**src/rtl/fetch_pkg.sv**
```systemverilog
// Shared types and constants for the instruction fetch stage.
package fetch_pkg;

  localparam int unsigned AWIDTH_DEF = 32;
  localparam int unsigned DWIDTH_DEF = 32;

  localparam logic [AWIDTH_DEF-1:0] RESET_PC_DEF = 32'h0100_0000;
  localparam logic [DWIDTH_DEF-1:0] NOP_INSN     = 32'h0000_0013;

  typedef enum logic [1:0] {
    IDLE,
    WAIT,
    FULL,
    DISCARD
  } fetch_state_e;

  typedef struct packed {
    logic [AWIDTH_DEF-1:0] pc;
    logic [DWIDTH_DEF-1:0] insn;
    logic                  valid;
  } ifid_t;

  localparam ifid_t IFID_BUBBLE = '{pc: '0, insn: NOP_INSN, valid: 1'b0};

endpackage

```
**src/rtl/fetch_stage_ifid_reg.sv**
```systemverilog
// IF/ID pipeline register: flush beats hold, hold beats load, otherwise bubble.
module ifid_reg
  import fetch_pkg::*;
(
  input  logic  clk,
  input  logic  rst_n,
  input  logic  wren,
  input  logic  flush,
  input  logic  load,
  input  ifid_t load_data,
  output ifid_t q
);

  always_ff @(posedge clk or negedge rst_n) begin
    if (!rst_n) begin
      q <= IFID_BUBBLE;
    end else if (flush) begin
      q <= IFID_BUBBLE;
    end else if (wren) begin
      q <= load ? load_data : IFID_BUBBLE;
    end
  end

endmodule

```
**src/rtl/fetch_stage.sv**
```systemverilog
// IF stage: owns the PC, keeps one imem request in flight, and feeds IF/ID
// through a one-entry hold buffer when decode is stalled.
module fetch_stage
  import fetch_pkg::*;
#(
  parameter int unsigned           AWIDTH   = AWIDTH_DEF,
  parameter int unsigned           DWIDTH   = DWIDTH_DEF,
  parameter logic [AWIDTH-1:0]     RESET_PC = AWIDTH'(RESET_PC_DEF)
) (
  input  logic              clk,
  input  logic              rst_n,
  input  logic              stall_if,
  input  logic              ifid_wren,
  input  logic              ifid_flush,
  input  logic              redirect_i,
  input  logic [AWIDTH-1:0] redirect_pc_i,
  output logic              imem_req_o,
  output logic [AWIDTH-1:0] imem_addr_o,
  input  logic              imem_rvalid_i,
  input  logic [DWIDTH-1:0] imem_rdata_i,
  output logic [AWIDTH-1:0] d_pc_o,
  output logic [DWIDTH-1:0] d_insn_o,
  output logic              d_valid_o
);

  fetch_state_e      state_q;
  logic [AWIDTH-1:0] pc_q;
  logic [AWIDTH-1:0] req_pc_q;
  logic [AWIDTH-1:0] hold_pc_q;
  logic [DWIDTH-1:0] hold_insn_q;

  logic  deliver_now;
  logic  drain;
  logic  issue_ok;
  logic  ifid_load;
  ifid_t ifid_load_data;
  ifid_t ifid_q;

  // Issue/delivery decisions; the request strobe is gated off while in reset.
  always_comb begin
    deliver_now = (state_q == WAIT) && imem_rvalid_i && ifid_wren && !ifid_flush && !redirect_i;
    drain       = (state_q == FULL) && ifid_wren && !ifid_flush && !redirect_i;
    issue_ok    = rst_n && !stall_if && !redirect_i && ((state_q == IDLE) || deliver_now);
    imem_req_o  = issue_ok;
    imem_addr_o = issue_ok ? pc_q : '0;
    ifid_load   = deliver_now || drain;
    if (drain) begin
      ifid_load_data = '{pc: AWIDTH_DEF'(hold_pc_q), insn: DWIDTH_DEF'(hold_insn_q), valid: 1'b1};
    end else begin
      ifid_load_data = '{pc: AWIDTH_DEF'(req_pc_q), insn: DWIDTH_DEF'(imem_rdata_i), valid: 1'b1};
    end
  end

  always_ff @(posedge clk or negedge rst_n) begin
    if (!rst_n) begin
      state_q     <= IDLE;
      pc_q        <= RESET_PC;
      req_pc_q    <= '0;
      hold_pc_q   <= '0;
      hold_insn_q <= NOP_INSN;
    end else begin
      // A redirect target is word-aligned and wins over sequential advance.
      if (redirect_i) begin
        pc_q <= redirect_pc_i & ~AWIDTH'(3);
      end else if (issue_ok) begin
        pc_q <= pc_q + AWIDTH'(4);
      end
      if (issue_ok) begin
        req_pc_q <= pc_q;
      end

      case (state_q)
        IDLE: begin
          if (issue_ok) state_q <= WAIT;
        end
        WAIT: begin
          if (imem_rvalid_i) begin
            if (ifid_flush || redirect_i) begin
              state_q <= IDLE;
            end else if (ifid_wren) begin
              state_q <= issue_ok ? WAIT : IDLE;
            end else begin
              state_q     <= FULL;
              hold_pc_q   <= req_pc_q;
              hold_insn_q <= imem_rdata_i;
            end
          end else if (redirect_i) begin
            state_q <= DISCARD;
          end
        end
        FULL: begin
          if (ifid_wren || ifid_flush || redirect_i) state_q <= IDLE;
        end
        DISCARD: begin
          if (imem_rvalid_i) state_q <= IDLE;
        end
        default: state_q <= IDLE;
      endcase
    end
  end

  ifid_reg u_ifid_reg (
    .clk       (clk),
    .rst_n     (rst_n),
    .wren      (ifid_wren),
    .flush     (ifid_flush),
    .load      (ifid_load),
    .load_data (ifid_load_data),
    .q         (ifid_q)
  );

  assign d_pc_o    = AWIDTH'(ifid_q.pc);
  assign d_insn_o  = DWIDTH'(ifid_q.insn);
  assign d_valid_o = ifid_q.valid;

endmodule
```
**config.mk**
```make
export PLATFORM = sky130hd
export DESIGN_NAME = fetch_stage
export DESIGN_NICKNAME = d
export VERILOG_FILES = /design/src/rtl/fetch_pkg.sv /design/src/rtl/fetch_stage_ifid_reg.sv /design/src/rtl/fetch_stage.sv
export SDC_FILE = /design/constraint.sdc
export NUM_CORES = 1
export LEC_CHECK = 0
export ABC_AREA = 1
export CAP_MARGIN = 20
export CORE_MARGIN = 2
export CORE_UTILIZATION = 45
export CTS_BUF_LIST = sky130_fd_sc_hd__clkbuf_16
export CTS_CLUSTER_SIZE = 20
export DETAILED_ROUTE_END_ITERATION = 7
export PLACE_DENSITY_LB_ADDON = 0.2
export SYNTH_ARGS = -nofsm -noshare
export SYNTH_HDL_FRONTEND = slang
export SYNTH_SLANG_ARGS = --single-unit
```
**constraint.sdc**
```tcl
create_clock -name clk -period 1.7 [get_ports clk]
set_input_delay 0.34 -clock clk [delete_from_list [all_inputs] [get_ports clk]]
set_output_delay 0.34 -clock clk [all_outputs]
set_load 0.02 [all_outputs]
```
### Yosys cells after proc, flatten, opt, wreduce, memory -nomap -nowiden

Index checks and enable logic that the tools add are counted.

* bits in read-only memories: 0
* memories kept: 0
* bits in latches: 0
* register bits: 195
* word-level logic and storage cells: 57
* output and inout port bits: 98
* input port bits: 71
* bits in writable memories: 0

* shifts and indexed selects: 0
* bitwise gates (word level): 2
* div/mod/pow operators: 0
* add/sub/neg operators: 1
* reductions and logical operators: 23
* $lt $le $gt $ge: 0
* mux-type cells: 16
* eq/ne operators: 7
* $mul: 0

Operators with widths (number)
* two-way mux 65 bit: 4
* two-way mux 32 bit: 3
* adder 32 x 3 -> 32 bit, second input constant: 1
* two-way mux 2 bit: 7
* logical AND 1 bit: 10
* one-hot mux 2 bit (4 select lines): 1
* AND reduction 4 bit: 2
* logical OR 1 bit: 5
* equality test 2 bit, second input constant: 2
* != test 2 bit, second input constant: 2
* nonzero test 2 bit: 2
* logical NOT 1 bit: 3
* != test 3 bit, second input constant: 1
* equality test 2 x 1 -> 1 bit, second input constant: 1
* logical NOT 2 bit: 1
* != test 2 x 1 -> 1 bit, second input constant: 1
* NOT 1 bit: 2
* two-way mux 1 bit: 1

### Longest topological paths before layout

* depth after elaboration: 12
* gate-level depth with buffers: 11
* depth with buffers taken out: 10

### By module

Synthesis repeated with hierarchy kept, for this count alone.

* cells, all modules: 1251
* area total of the unflattened synthesis: 9451.6 um2

Modules (own cells, without submodules)
* fetch_stage: instances 1, area an instance 6717.7 um2, seq. area each 3108.0 um2, cells an instance 954
* ifid_reg: instances 1, area an instance 2733.9 um2, seq. area each 1630.3 um2, cells an instance 297

### Worst setup path before layout

OpenSTA, ideal clock, no wires.

* kind: input -> output
* start point: input redirect_i
* end point: output imem_addr_o[3]
* cell stages on the path: 7
* path buffers: 2
* setup slack: -0.033 ns
* data arrival time: 1.393 ns
* data required time: 1.360 ns
* cells stage by stage: buf_2 -> nor2_2 -> nand2_1 -> nand2_1 -> nand2_2 -> clkbuf_1 -> nor2_1

* longest elaborated chain between the ends: 5
* elaborated cells between the ends (all ways): 6
* classes of those cells: 1 x mux; 5 x reduce/logical

RTL lines
* start, declared: RTL line fetch_stage.sv:15 `input logic redirect_i,`
* logical NOT 1 bit (*): RTL line fetch_stage.sv:41, fetch_stage.sv:43
* logical AND 1 bit: RTL line fetch_stage.sv:41 `deliver_now = (state_q == WAIT) && imem_rvalid_i && ifid_wren && !ifid_flush && !redirect_i;`
* logical OR 1 bit: RTL line fetch_stage.sv:43 `issue_ok = rst_n && !stall_if && !redirect_i && ((state_q == IDLE) || deliver_now);`
* logical AND 1 bit (*): RTL line fetch_stage.sv:43
* two-way mux 32 bit (*): RTL line fetch_stage.sv:45 `imem_addr_o = issue_ok ? pc_q : '0;`
* end, declared: RTL line fetch_stage.sv:18 `output logic [AWIDTH-1:0] imem_addr_o,`

Every way passes the cells marked *; elsewhere a longest branch is shown, timed or not.

### Final worst setup path

* start point: register state_q[1]
* end point: output imem_addr_o[29]

* longest elaborated chain between the ends: 8
* elaborated cells between the ends (all ways): 9
* classes of those cells: 1 x eq/ne; 1 x mux; 7 x reduce/logical

RTL lines
* start, declared: RTL line fetch_stage.sv:26 `fetch_state_e state_q;`
* start signal, assigned: RTL line fetch_stage.sv:81 `state_q <= issue_ok ? WAIT : IDLE;`
* equality test 2 x 1 -> 1 bit: RTL line fetch_stage.sv:41
* logical AND 1 bit (4 in series): RTL line fetch_stage.sv:41
* logical OR 1 bit (*): RTL line fetch_stage.sv:43
* logical AND 1 bit (*): RTL line fetch_stage.sv:43
* two-way mux 32 bit (*): RTL line fetch_stage.sv:45

Marks and branches as above.

==> key figures <==
Synthesis
  – Sequential cell area fraction in the yosys report: 50.9%
  – Synth Register Bits: 188
  – Main combinational cell family by area after synthesis: simple AND/OR/NAND/NOR gates
  – Area of the mapped netlist: 9260 um^2
  – Adder-Cell Fraction of Synth Area: 0.135%
  – Synthesis warning total: 0
  – Simple-Gate Fraction of Synth Area: 24.5%
  – Count of mapped cells out of synthesis: 1,220
  – Portion of netlist area occupied by mux cells: 0%
  – Library cells used by synthesis: 25
  – Post-synthesis compound-gate area fraction: 13.1%
  – Parity-gate share of the synthesized area counting xor and xnor cells: 0.379%
  – Mean instance size in the synthesized netlist: 7.59 um^2

Clock tree
  – H-Tree Depth: 4
  – Source-to-sink clock delay at the later pin of the worst-skew pair: 440 ps
  – Clock Sink Count: 188
  – Clk buf depth: 2
  – TritonCTS clock tree: built
  – Reg clk slew, reported paths: 70 ps
  – TritonCTS Buffers: 17
  – Cell at the root of the clock tree: sky130_fd_sc_hd__clkbuf_16

Worst setup path
  – Worst setup SP type: flop
  – Data arrival time of the critical path: 1750 ps
  – Crit Path Category: flop to primary output
  – Worst EP required: 1360 ps
  – Largest fanout on the critical path: 8
  – Endpoint class of the critical path: primary output

Flow run
  – Max-capacitance violation count: 0

Global route
  – Overall overflow remaining after global route: 0
  – Global-route usage over all layers: 25.1%
  – Global-route wire length before repair: 43,300 um
  – Vias in the first global route: 8,365
  – Maximum number of pins on one net before global-route repair: 77
  – Initial antenna violation count: 0

Timing
  – Worst clock skew: 17.0 ps
  – Number of pins with negative max-slew slack in the final report: 0
  – Crit path setup slack, layout: -391 ps
  – Final hold violations: 0
  – Fin crit share: 123%
  – RSZ-0062 raised after global routing: true
  – Max Clock Freq: 478 MHz
  – Worst slew margin relative to its limit: 35.1%
  – Final Critical Period: 2090 ps
  – Count of final setup violators: 33
  – Tightest Pin Transition: 974 ps
  – Worst hold slack across all endpoints: 269 ps

Cells and area
  – Area Growth Syn to Fin: 36.5%
  – Fraction of layout instances using a drive strength above 1: 16.6%
  – Final layout net count: 1,507
  – Area of all placed cells without fillers: 12,600 um^2
  – Filler-free cell count of the finished design: 1,718
  – Diode insertion count for antenna repair: 0

Power and ir drop
  – Worst supply voltage drop on vdd: 0.000687 V
  – Seq pwr share: 43.4%
  – Internal power of the cells: 9.53 mW
  – Leakage dissipation: 6.57 nW
  – Power density over the cells: 1150 nW/um^2
  – Clock power share: 27.3%
  – Combinational share of power: 29.4%
  – Sw Ratio: 34.5%
  – Power spent charging and discharging nets: 5.02 mW

Outcome
  – Status: complete, but fails checks
  – Failing checks: negative setup slack

Floorplanning
  – Die Height: 147 um
  – Standard cell core area: 20,200 um^2
  – Floorplan row count: 52
  – Die outline width: 147 um
  – I/O pins: 169
  – Die footprint: 21,700 um^2
  – Starting density of the core: 45.7%

Detailed routing
  – Vias per inst: 5.01
  – Mean routed wirelength per cell: 15.3 um
  – ANT nets after route: 0
  – Detailed router's first-iteration violation count: 555
  – Post-route DRC: 0
  – Total number of vias: 8,605
  – Routed wire length: 26,300 um
  – Drt pass-1 iters: 5

Min path
  – Worst hold path class: input pin to asynchronous set/reset pin

Placement
  – Number of placed cells counting well taps: 1,671
  – Setup slack at placement: -1050 ps
  – Placed instance area: 11,700 um^2
  – RD Place Congestion: 0.970
  – # port buffers: 164
  – Post-DP HPWL: 18,600 um
-- layer usage --
metal | vias to the layer above | track usage, % | routed length, um
met3 | 51 | 3.98 | 1200
met2 | 270 | 40.4 | 12500
li1 | 4274 | - | -
met5 | - | 0 | 0
met4 | 0 | 10.1 | 784
met1 | 4010 | 34.3 | 11800
-- Yosys cell counts --
cell type	number	area, um^2
sky130_fd_sc_hd__ha_1	1	12.5
sky130_fd_sc_hd__xnor2_1	1	8.76
sky130_fd_sc_hd__nand3b_1	7	52.6
sky130_fd_sc_hd__inv_2	3	11.3
sky130_fd_sc_hd__clkinv_1	1	3.75
sky130_fd_sc_hd__dfrtp_1	181	4530
sky130_fd_sc_hd__nand4_1	4	25.0
sky130_fd_sc_hd__nor2_2	14	87.6
sky130_fd_sc_hd__nand2_2	2	12.5
sky130_fd_sc_hd__nor2_1	99	372
sky130_fd_sc_hd__o21ai_1	34	170
sky130_fd_sc_hd__buf_4	10	75.1
sky130_fd_sc_hd__clkbuf_1	36	135
sky130_fd_sc_hd__xor2_1	3	26.3
sky130_fd_sc_hd__nand2_1	300	1130
sky130_fd_sc_hd__dfstp_2	7	184
sky130_fd_sc_hd__conb_1	1	3.75
sky130_fd_sc_hd__buf_2	16	80.1
sky130_fd_sc_hd__nand3_1	118	591
sky130_fd_sc_hd__buf_6	3	33.8
sky130_fd_sc_hd__inv_1	179	672
sky130_fd_sc_hd__clkinv_2	1	5.00
sky130_fd_sc_hd__o21ai_0	143	716
sky130_fd_sc_hd__o21bai_1	17	128
sky130_fd_sc_hd__a21oi_1	39	195
-- worst max-delay path, stage by stage, from the launching register on --
cell,delay (ps)
sky130_fd_sc_hd__dfrtp_1,410
sky130_fd_sc_hd__buf_4,160
sky130_fd_sc_hd__inv_4,50
sky130_fd_sc_hd__nand2_4,60
sky130_fd_sc_hd__a21oi_4,220
sky130_fd_sc_hd__buf_12,180
sky130_fd_sc_hd__nand2_2,70
sky130_fd_sc_hd__inv_2,50
sky130_fd_sc_hd__buf_6,110
-- cells in the final DEF, fill, tap and decap left out, types with 4 or more instances in the layout --
| cell | netlist | final |
|---|---|---|
| sky130_fd_sc_hd__nand3b_1 | 7 | 7 |
| sky130_fd_sc_hd__clkinv_2 | 1 | 4 |
| sky130_fd_sc_hd__nand2_4 | 0 | 7 |
| sky130_fd_sc_hd__nor2_2 | 14 | 7 |
| sky130_fd_sc_hd__nand2_2 | 2 | 15 |
| sky130_fd_sc_hd__o21ai_2 | 0 | 7 |
| sky130_fd_sc_hd__nand3_1 | 118 | 117 |
| sky130_fd_sc_hd__clkbuf_16 | 0 | 18 |
| sky130_fd_sc_hd__nor2_1 | 99 | 92 |
| sky130_fd_sc_hd__inv_1 | 179 | 165 |
| sky130_fd_sc_hd__inv_2 | 3 | 15 |
| sky130_fd_sc_hd__buf_12 | 0 | 12 |
| sky130_fd_sc_hd__buf_4 | 10 | 84 |
| sky130_fd_sc_hd__a21oi_1 | 39 | 38 |
| sky130_fd_sc_hd__nand4_1 | 4 | 4 |
| sky130_fd_sc_hd__nor2_4 | 0 | 14 |
| sky130_fd_sc_hd__nand2_1 | 300 | 280 |
| sky130_fd_sc_hd__inv_8 | 0 | 4 |
| sky130_fd_sc_hd__o21ai_0 | 143 | 98 |
| sky130_fd_sc_hd__dfstp_2 | 7 | 7 |
| sky130_fd_sc_hd__buf_6 | 3 | 25 |
| sky130_fd_sc_hd__dfrtp_1 | 181 | 179 |
| sky130_fd_sc_hd__dlygate4sd2_1 | 0 | 69 |
| sky130_fd_sc_hd__clkdlybuf4s50_1 | 0 | 63 |
| sky130_fd_sc_hd__o21bai_1 | 17 | 17 |
| sky130_fd_sc_hd__o21ai_1 | 34 | 71 |
-- final cells by class --
| class | instances | area [um^2] |
|---|---|---|
| multi-input cells | 784 | 3760 |
| clock inverters | 15 | 155 |
| well taps | 270 | 338 |
| inverters | 184 | 708 |
| repair buffers | 260 | 2530 |
| flip-flops and latches | 188 | 4720 |
| clock buffers | 17 | 425 |
| fillers | 1869 | 7600 |
-- final timing paths --
path	from	to	slack [ps]	depth (start not counted)
worst min-delay path	rst_n	hold_pc_q[30]	270	3
min in group clk	redirect_pc_i[2]	pc_q[2]	450	3
max in group asynchronous	rst_n	hold_insn_q[6]	340	4
worst min register to register	hold_insn_q[4]	u_ifid_reg.q[5]	490	2
worst max-delay path	state_q[1]	imem_addr_o[29]	-390	8
worst max register to register	state_q[1]	pc_q[7]	-50	9
-- cell families (layout without fill, tap and decap cells) --
group / after synthesis / in the layout
AO/OA/AOI/OAI: 233 / 233
XOR/XNOR: 4 / 4
adder cells (fa/ha/maj): 1 / 1
buffers and inverters: 249 / 476
flip-flops: 188 / 188
other: 1 / 2
AND/OR/NAND/NOR: 544 / 544
-- flip-flops by register name, summed over array words and instances (netlist names) --
register      count
req_pc_q         30
pc_q             30
hold_pc_q        30
state_q           2
u_ifid_reg.q     64
hold_insn_q      32
-- through the flow --
step           power (mW)  TNS [ps]  util, %
3_3_place_gp         10.3    -88630     57.7
6_report             14.6    -10840     62.4
3_5_place_dp         10.4    -96050     57.7
5_1_grt              15.5    -13880     62.4
4_1_cts              14.5    -12500     61.5
2_1_floorplan        8.59      -133        -
-- repair_timing --
| item | CTS | global route |
|---|---|---|
| cloned | 3 | 1 |
| buffers inserted | 11 | 3 |
| gates resized for setup | 282 | 92 |
| hold buffers | 0 | 0 |
| pin swaps | 6 | 6 |
| endpoints found under the setup margin | 115 | 110 |
-- power groups by stage --
stage          clock network [mW]  logic [mW]  registers [mW]
4_1_cts                      4.04        4.11            6.30
2_1_floorplan                   0        2.21            6.38
6_report                     3.97        4.27            6.31
3_3_place_gp                    0        3.92            6.33
5_1_grt                      4.20        4.84            6.44
3_5_place_dp                    0        3.98            6.38
No activity file was read; power rests on OpenSTA's default activity.
